## config.mk

```make
export PLATFORM = sky130hd
export DESIGN_NAME = ps2_scancode_decoder
export DESIGN_NICKNAME = d
export VERILOG_FILES = /design/src/rtl/ps2_pkg.sv /design/src/rtl/ps2_frame_rx.sv /design/src/rtl/ps2_scancode_decoder.sv
export SDC_FILE = /design/constraint.sdc
export NUM_CORES = 1
export LEC_CHECK = 0
export CAP_MARGIN = 20
export CORE_ASPECT_RATIO = 1.5
export CORE_UTILIZATION = 35
export DETAILED_ROUTE_END_ITERATION = 10
export PLACE_DENSITY = 0.54
export SYNTH_ARGS = -nofsm -noshare
export SYNTH_HDL_FRONTEND = slang
export SYNTH_HIERARCHICAL = 1
export SYNTH_SLANG_ARGS = --single-unit
```

## constraint.sdc

```tcl
create_clock -name clock -period 1.6 [get_ports clock]
set_input_delay 0.32 -clock clock [delete_from_list [all_inputs] [get_ports clock]]
set_output_delay 0.32 -clock clock [all_outputs]
set_load 0.01 [all_outputs]
```

## src/rtl/ps2_pkg.sv

```systemverilog
// ps2_pkg: shared frame states, PS/2 prefix codes and keyboard-response filter
package ps2_pkg;
    typedef enum logic [1:0] {IDLE, DATA, PARITY, STOP} frame_state_t;
    localparam logic [7:0] PS2_BREAK = 8'hF0;
    localparam logic [7:0] PS2_EXT   = 8'hE0;
    function automatic logic is_drop_code(input logic [7:0] b);
        return b inside {8'hFA, 8'hAA, 8'hEE, 8'hFE, 8'h00, 8'hFF};
    endfunction
endpackage

```

## src/rtl/ps2_frame_rx.sv

```systemverilog
// ps2_frame_rx: synchronises and deglitches the PS/2 lines, then assembles 11-bit frames
module ps2_frame_rx
    import ps2_pkg::*;
#(
    parameter int FILTER_LEN     = 4,
    parameter int TIMEOUT_CYCLES = 50000
) (
    input  logic       clock,
    input  logic       resetn,
    input  logic       i_ps2_clk,
    input  logic       i_ps2_dat,
    output logic [7:0] o_rx_byte,
    output logic       o_rx_valid,
    output logic       o_rx_err
);
    localparam int FW = $clog2(FILTER_LEN + 1);
    localparam int WW = $clog2(TIMEOUT_CYCLES + 1);
    logic [1:0]    r_clk_sync, r_dat_sync;
    logic [FW-1:0] r_fcnt;
    logic          r_filt, r_filt_d;
    logic [WW-1:0] r_wd;
    frame_state_t  r_state, w_next;
    logic [2:0]    r_bit_cnt;
    logic [7:0]    r_shift;
    logic          r_par;
    logic          w_fall, w_dat, w_timeout, w_frame_ok;
    assign w_dat      = r_dat_sync[1];
    assign w_fall     = r_filt_d & ~r_filt;
    // a sample event in the same cycle keeps the frame alive
    assign w_timeout  = (r_state != IDLE) && !w_fall && (r_wd == WW'(TIMEOUT_CYCLES - 1));
    assign w_frame_ok = w_dat & (^{r_shift, r_par});
    assign o_rx_byte  = r_shift;
    always_ff @(posedge clock or negedge resetn) begin
        if (!resetn) begin
            r_clk_sync <= 2'b11;
            r_dat_sync <= 2'b11;
            r_fcnt     <= '0;
            r_filt     <= 1'b1;
            r_filt_d   <= 1'b1;
        end else begin
            r_clk_sync <= {r_clk_sync[0], i_ps2_clk};
            r_dat_sync <= {r_dat_sync[0], i_ps2_dat};
            r_filt_d   <= r_filt;
            if (r_clk_sync[1] == r_filt) begin
                r_fcnt <= '0;
            end else if (r_fcnt == FW'(FILTER_LEN - 1)) begin
                r_filt <= r_clk_sync[1];
                r_fcnt <= '0;
            end else begin
                r_fcnt <= r_fcnt + FW'(1);
            end
        end
    end
    always_ff @(posedge clock or negedge resetn) begin
        if (!resetn) r_state <= IDLE;
        else         r_state <= w_next;
    end
    always_comb begin
        w_next = r_state;
        if (w_timeout) begin
            w_next = IDLE;
        end else if (w_fall) begin
            case (r_state)
                IDLE:    w_next = w_dat ? IDLE : DATA;
                DATA:    w_next = (r_bit_cnt == 3'd7) ? PARITY : DATA;
                PARITY:  w_next = STOP;
                default: w_next = IDLE;
            endcase
        end
    end
    always_ff @(posedge clock or negedge resetn) begin
        if (!resetn) begin
            r_wd       <= '0;
            r_bit_cnt  <= '0;
            r_shift    <= '0;
            r_par      <= 1'b0;
            o_rx_valid <= 1'b0;
            o_rx_err   <= 1'b0;
        end else begin
            r_wd       <= (w_fall || w_timeout || r_state == IDLE) ? '0 : r_wd + WW'(1);
            o_rx_valid <= 1'b0;
            o_rx_err   <= w_timeout;
            if (w_fall) begin
                case (r_state)
                    IDLE:   r_bit_cnt <= '0;
                    DATA: begin
                        r_shift   <= {w_dat, r_shift[7:1]};
                        r_bit_cnt <= r_bit_cnt + 3'd1;
                    end
                    PARITY: r_par <= w_dat;
                    default: begin
                        o_rx_valid <= w_frame_ok;
                        o_rx_err   <= ~w_frame_ok;
                    end
                endcase
            end
        end
    end
endmodule

```

## src/rtl/ps2_scancode_decoder.sv

```systemverilog
// ps2_scancode_decoder: turns received Set-2 bytes into make/break key events,
// folding the F0/E0 prefixes into flags and discarding keyboard response codes
module ps2_scancode_decoder
    import ps2_pkg::*;
#(
    parameter int FILTER_LEN     = 4,
    parameter int TIMEOUT_CYCLES = 50000
) (
    input  logic       clock,
    input  logic       resetn,
    input  logic       ps2_clk,
    input  logic       ps2_dat,
    output logic [7:0] keyboard_code,
    output logic       makeBreak,
    output logic       extended,
    output logic       code_valid,
    output logic       frame_error
);
    logic [7:0] w_rx_byte;
    logic       w_rx_valid, w_rx_err;
    logic       r_brk_pend, r_ext_pend;
    logic [7:0] r_code;
    logic       r_make, r_ext, r_valid, r_err;
    ps2_frame_rx #(
        .FILTER_LEN    (FILTER_LEN),
        .TIMEOUT_CYCLES(TIMEOUT_CYCLES)
    ) u_rx (
        .clock     (clock),
        .resetn    (resetn),
        .i_ps2_clk (ps2_clk),
        .i_ps2_dat (ps2_dat),
        .o_rx_byte (w_rx_byte),
        .o_rx_valid(w_rx_valid),
        .o_rx_err  (w_rx_err)
    );
    always_ff @(posedge clock or negedge resetn) begin
        if (!resetn) begin
            r_brk_pend <= 1'b0;
            r_ext_pend <= 1'b0;
            r_code     <= 8'h00;
            r_make     <= 1'b0;
            r_ext      <= 1'b0;
            r_valid    <= 1'b0;
            r_err      <= 1'b0;
        end else begin
            r_valid <= 1'b0;
            r_err   <= w_rx_err;
            if (w_rx_err) begin
                r_brk_pend <= 1'b0;
                r_ext_pend <= 1'b0;
            end else if (w_rx_valid) begin
                if (w_rx_byte == PS2_BREAK) begin
                    r_brk_pend <= 1'b1;
                end else if (w_rx_byte == PS2_EXT) begin
                    r_ext_pend <= 1'b1;
                end else begin
                    r_brk_pend <= 1'b0;
                    r_ext_pend <= 1'b0;
                    if (!is_drop_code(w_rx_byte)) begin
                        r_code  <= w_rx_byte;
                        r_make  <= ~r_brk_pend;
                        r_ext   <= r_ext_pend;
                        r_valid <= 1'b1;
                    end
                end
            end
        end
    end
    assign keyboard_code = r_code;
    assign makeBreak     = r_make;
    assign extended      = r_ext;
    assign code_valid    = r_valid;
    assign frame_error   = r_err;
endmodule

```

=== Word-level counts from Yosys, hierarchy flattened ===
Index checks and enable logic that the tools add are counted.

* Logic and storage cells: 94
* Memory bits (writable): 0
* Bits in read-only memories: 0
* Memories kept: 0
* Latch bits: 0
* Flip-flop bits (word level): 55
* Input bits: 4

* Bitwise logic cells: 10
* Div/mod/pow operators: 0
* $add $sub $neg: 3
* Shifts and indexed selects: 0
* Reductions and logical operators: 21
* $mul: 0
* $lt $le $gt $ge: 0
* Mux-type cells: 26
* Equal/unequal tests: 15

{| class="wikitable"
|+ Operators with widths
! operator !! count
|-
| 8-bit equality test (second input constant) || 7
|-
| 1-bit 2-to-1 mux || 18
|-
| 16-bit by 1-bit adder with 16-bit output (second input constant) || 1
|-
| 16-bit equality test (second input constant) || 1
|-
| 16-bit 2-to-1 mux || 1
|-
| 2-bit AND reduction || 6
|-
| 9-bit parity || 1
|-
| 8-bit logical NOT || 1
|-
| 1-bit NOT || 8
|-
| 2-bit nonzero test || 4
|-
| 3-bit by 1-bit adder with 3-bit output (second input constant) || 2
|-
| 2-bit 2-to-1 mux || 3
|-
| 3-bit 2-to-1 mux || 2
|-
| 2-bit case mux with 3 select lines || 1
|-
| 3-bit case mux with 2 select lines || 1
|-
| 6-bit nonzero test || 1
|-
| 5-bit AND reduction || 1
|-
| 3-bit by 2-bit equality test with 1-bit output (second input constant) || 1
|-
| 3-bit equality test (second input constant) || 1
|-
| 3-bit by 2-bit inequality test with 1-bit output (second input constant) || 1
|-
| 3-bit OR reduction || 1
|-
| 1-bit bitwise AND || 2
|-
| 2-bit by 1-bit equality test with 1-bit output (second input constant) || 1
|-
| 2-bit equality test (second input constant) || 1
|-
| other kinds (6) || 8
|}

=== Longest topological paths before layout ===
* Word-level depth: 8
* Depth in mapped cells: 6

=== By module ===
The synthesis kept the hierarchy.

{| class="wikitable"
|+ By module, submodules not included
! module !! sequential area each (um^2) !! cells each !! area an instance (um^2) !! instances
|-
| ps2_frame_rx || 1033.5 || 158 || 1898.1 || 1
|-
| ps2_scancode_decoder || 350.3 || 46 || 611.8 || 1
|}

=== Worst setup path before layout ===
Ideal clock, no wire load.

* Path type: reg2reg
* From: register u_rx.r_shift[4] (netlist: u_rx/o_rx_byte[4])
* To: register r_ext (netlist: extended)
* Setup slack: -0.121 ns
* Path buffers: 1
* Cell stages (with the launch flop): 6
* Arrival: 1.596 ns
* Required time: 1.475 ns
* Library setup time: 0.125 ns
* Period minus slack after synthesis: 1.721 ns
* Cell sequence: dfrtp_1 > or4_1 > a21oi_1 > nor3_1 > buf_6 > mux2_4

* Cells in the longest elaborated chain, start to end: 4
* Elaborated cells between the ends (all ways): 13

{| class="wikitable"
|+ Ends and longest elaborated chain
! what !! line !! source
|-
| from (decl) || ps2_frame_rx.sv:24 || <nowiki>logic [7:0] r_shift;</nowiki>
|-
| from (signal assigned) || ps2_frame_rx.sv:87 || <nowiki>r_shift <= {w_dat, r_shift[7:1]};</nowiki>
|-
| 8-bit equality test / 8-bit logical NOT (equally long branches) || ps2_pkg.sv:7 || <nowiki>return b inside {8'hFA, 8'hAA, 8'hEE, 8'hFE, 8'h00, 8'hFF};</nowiki>
|-
| 6-bit nonzero test || ps2_pkg.sv:7 ||
|-
| 1-bit NOT (no line) || n/a ||
|-
| 5-bit AND reduction (no line) (*) || n/a ||
|-
| to (signal assigned) || ps2_scancode_decoder.sv:62 || <nowiki>r_ext <= r_ext_pend;</nowiki>
|-
| to (decl) || ps2_scancode_decoder.sv:23 || <nowiki>logic r_make, r_ext, r_valid, r_err;</nowiki>
|}

Every way passes the cells marked *; elsewhere a longest branch is shown, timed or not.
A chain may end at the register's enable or synchronous reset.

=== Worst setup path after layout ===
Same ends and word-level chain as after synthesis.

==> impl_metrics.toml <==
[critical_path]
worst-path-max-fanout = 5
critPathCaptureType = "register"
crit_type = "register to register"
regToRegStartpoint = "u_rx/o_rx_byte[4]"
cp-startpoint = "u_rx/o_rx_byte[4]"
crit_path_start_kind = "register"
required_ns = 1.80
crit_arrival_ns = 1.93

[routing]
vias = 1769
viasPerCell = 4.955
routed_wl_mm = 4.754
firstDrtPassIters = 6
drc = 0
final_antenna_net_count = 0
wire_per_inst_um = 13.32
first_iter_violations = 58

[cts]
path_clk_slew_ns = 0.10
insertion_delay_ns = 0.30
numCtsBuffers = 5
root_buffer = "clkbuf_8"
h-tree-depth = 2
max-clock-path-buffers = 2
cts.sinks = 55
cts_tree = "yes"

[sta]
worst_slack_ns = -0.1328
final-max-slew-violation-count = 0
fin_skew_ns = 0.006103
rsz0062_at_grt = "yes"
max_freq_ghz = 0.5771
tightest_slew_ns = 0.3366
slew_headroom_pct = 77.56
period_minus_slack_ns = 1.733
fin_crit_sh_pct = 108.3
setup_violations = 10
hold_viol = 0
whs_ns = 0.3602

[synth]
async_flop_share_pct = 100.0
synth_edf_count = 0
yosysWarningCount = 6
ys_ff_latch = 55
yosysUniqueCellTypes = 49
synth_fp_nets = 212
synth_area_leaders = "dfrtp_1 49%, dfstp_2 6.3%, mux2_2 5.4%"
avgSynthCellArea_um2 = 12.30
syn_inst = 204
yosysSeqAreaShare_pct = 55.13
synth.largest_area_cell = "dfrtp_1"
synthFlopType = "dfrtp_1"
netlist.area_leader.share_pct = 48.85
syn_area_mm2 = 0.002510

[die]
ios = 16
initial_core_util_pct = 36.39
die_area_mm2 = 0.007521
die_y_um = 105.7
die_w_um = 71.15
coreArea_mm2 = 0.006898
fp-row-count = 37

[pwr]
p_seq_share_pct = 42.0
pwr_density_cell_mw_per_mm2 = 1233
p_switching_mw = 1.271
pwr-share-clk_pct = 22.0
p_int_mw = 2.929
leakage_nw = 1.536
power_mw = 4.200
irDropWorstVdd_mv = 0.6269
switching_share_pct = 30.27
p_comb_share_pct = 36.1

[global_routing]
grt_max_degree = 43
grt_pass1_vias = 1796
grtUsageTotal_pct = 13.82
grt_pass1_wl_mm = 8.349
antenna_found_initial = 0
overflow = 0

[placement]
pre_cts_slack_ns = -0.4229
portBuffers = 15
gp_routability_congestion = 0.7691
dp_hpwl_mm = 3.369

[layout]
layout_common_cells = "47 x buf_4, 46 x dfrtp_1, 14 x clkdlybuf4s50_1"
drive_above_1_share_pct = 41.94
area_delta_synth_final_pct = 35.69
antenna_cells = 0
layout.nets = 286
layout_commonest_cell = "buf_4"

[run]
max_cap_viol_count = 0

[outcome]
outcome = "complete, but fails checks"
violations = "setup timing"

[worst_hold_path]
hp-class = "register to register"
hold_path_startpoint = "u_rx/r_dat_sync[0]"
==> final cells by class <==
cell class | count | area [um2]
Fill cell | 637 | 3492
Sequential cell | 55 | 1388
Multi-Input combinational cell | 137 | 1147
Timing Repair Buffer | 73 | 638.1
Tap cell | 78 | 97.59
Clock buffer | 5 | 68.82
Clock inverter | 3 | 43.79
Inverter | 6 | 22.52
==> routing by layer <==
| layer | up-vias | share of wire, % | GRT usage [%] |
|---|---|---|---|
| met2 | 18 | 56 | 25.71 |
| met1 | 874 | 42 | 15.92 |
| met4 | 0 | 0.48 | 3.857 |
| met5 | - | 0 | 0 |
| met3 | 2 | 1.5 | 2.294 |
| li1 | 875 | - | - |
==> flip-flops by register name (all words and copies together) (netlist names), 2 cells and up <==
signal	flops
u_rx/r_fcnt	3
u_rx/r_state	2
u_rx/r_clk_sync	2
keyboard_code	8
u_rx/r_wd	16
u_rx/r_dat_sync	2
u_rx/r_bit_cnt	3
u_rx/o_rx_byte	8
==> cell usage after synthesis, types with 6 or more instances <==
library cell,n
a21oi_1,9
dfrtp_1,49
dfstp_2,6
inv_1,6
mux2_2,12
mux2_4,7
nand2_1,12
nand4_1,6
nor2_1,13
o21ai_0,8
xor2_1,9
==> cells by family after synthesis <==
logic type / synth area share (%)
AOI/OAI and AO/OA: 6.979
xor gates and xnor gates: 6.331
adders and majority gates: 1.994
buffers and inverters: 2.542
DFF: 55.13
muxes: 10.37
and+or+nand+nor: 16.65
==> through the flow <==
stage	area, um2	std cells	util [%]	setup TNS (ns)
after CTS	3326	354	48.21	-1.251
after floorplan	2515	204	-	-0.6536
final	3406	357	49.37	-1.117
after global placement	3107	339	45.04	-3.224
after global routing	3406	357	49.37	-1.553
after detailed placement	3107	339	45.04	-3.747
==> power by group through the flow <==
stage	Sequential (mW)	Combinational (mW)	Clock, mW
floorplan	1.78	0.737	0
detailed placement	1.79	1.33	0
global route	1.79	1.66	0.998
CTS	1.76	1.48	0.970
finish	1.76	1.51	0.923
global placement	1.77	1.31	0
==> critical path, stage by stage (launching register included) <==
cell     delay, ns
dfrtp_2       0.45
or4_4         0.53
a21oi_4       0.16
nor3_4        0.06
buf_6         0.14
mux2_4        0.29
==> what timing repair did <==
action                     CTS  global route
pin swaps                    3             7
setup endpoints to repair   16            22
hold buffers                 1             0
gates resized for setup     11            16
setup buffers                6             3
hold endpoints to repair    13             0
==> worst paths after layout <==
| path | slack, ns | end | cells past startpoint |
|---|---|---|---|
| min in group asynchronous | 0.44 | extended | 2 |
| setup reg to reg | -0.13 | extended | 5 |
| hold reg to reg | 0.36 | u_rx/r_dat_sync[1] | 0 |
| setup / recovery | -0.13 | extended | 5 |
| hold / removal | 0.36 | u_rx/r_dat_sync[1] | 0 |
| max in group asynchronous | 0.58 | u_rx/r_clk_sync[1] | 3 |
No activity file was read; power rests on OpenSTA's default activity.
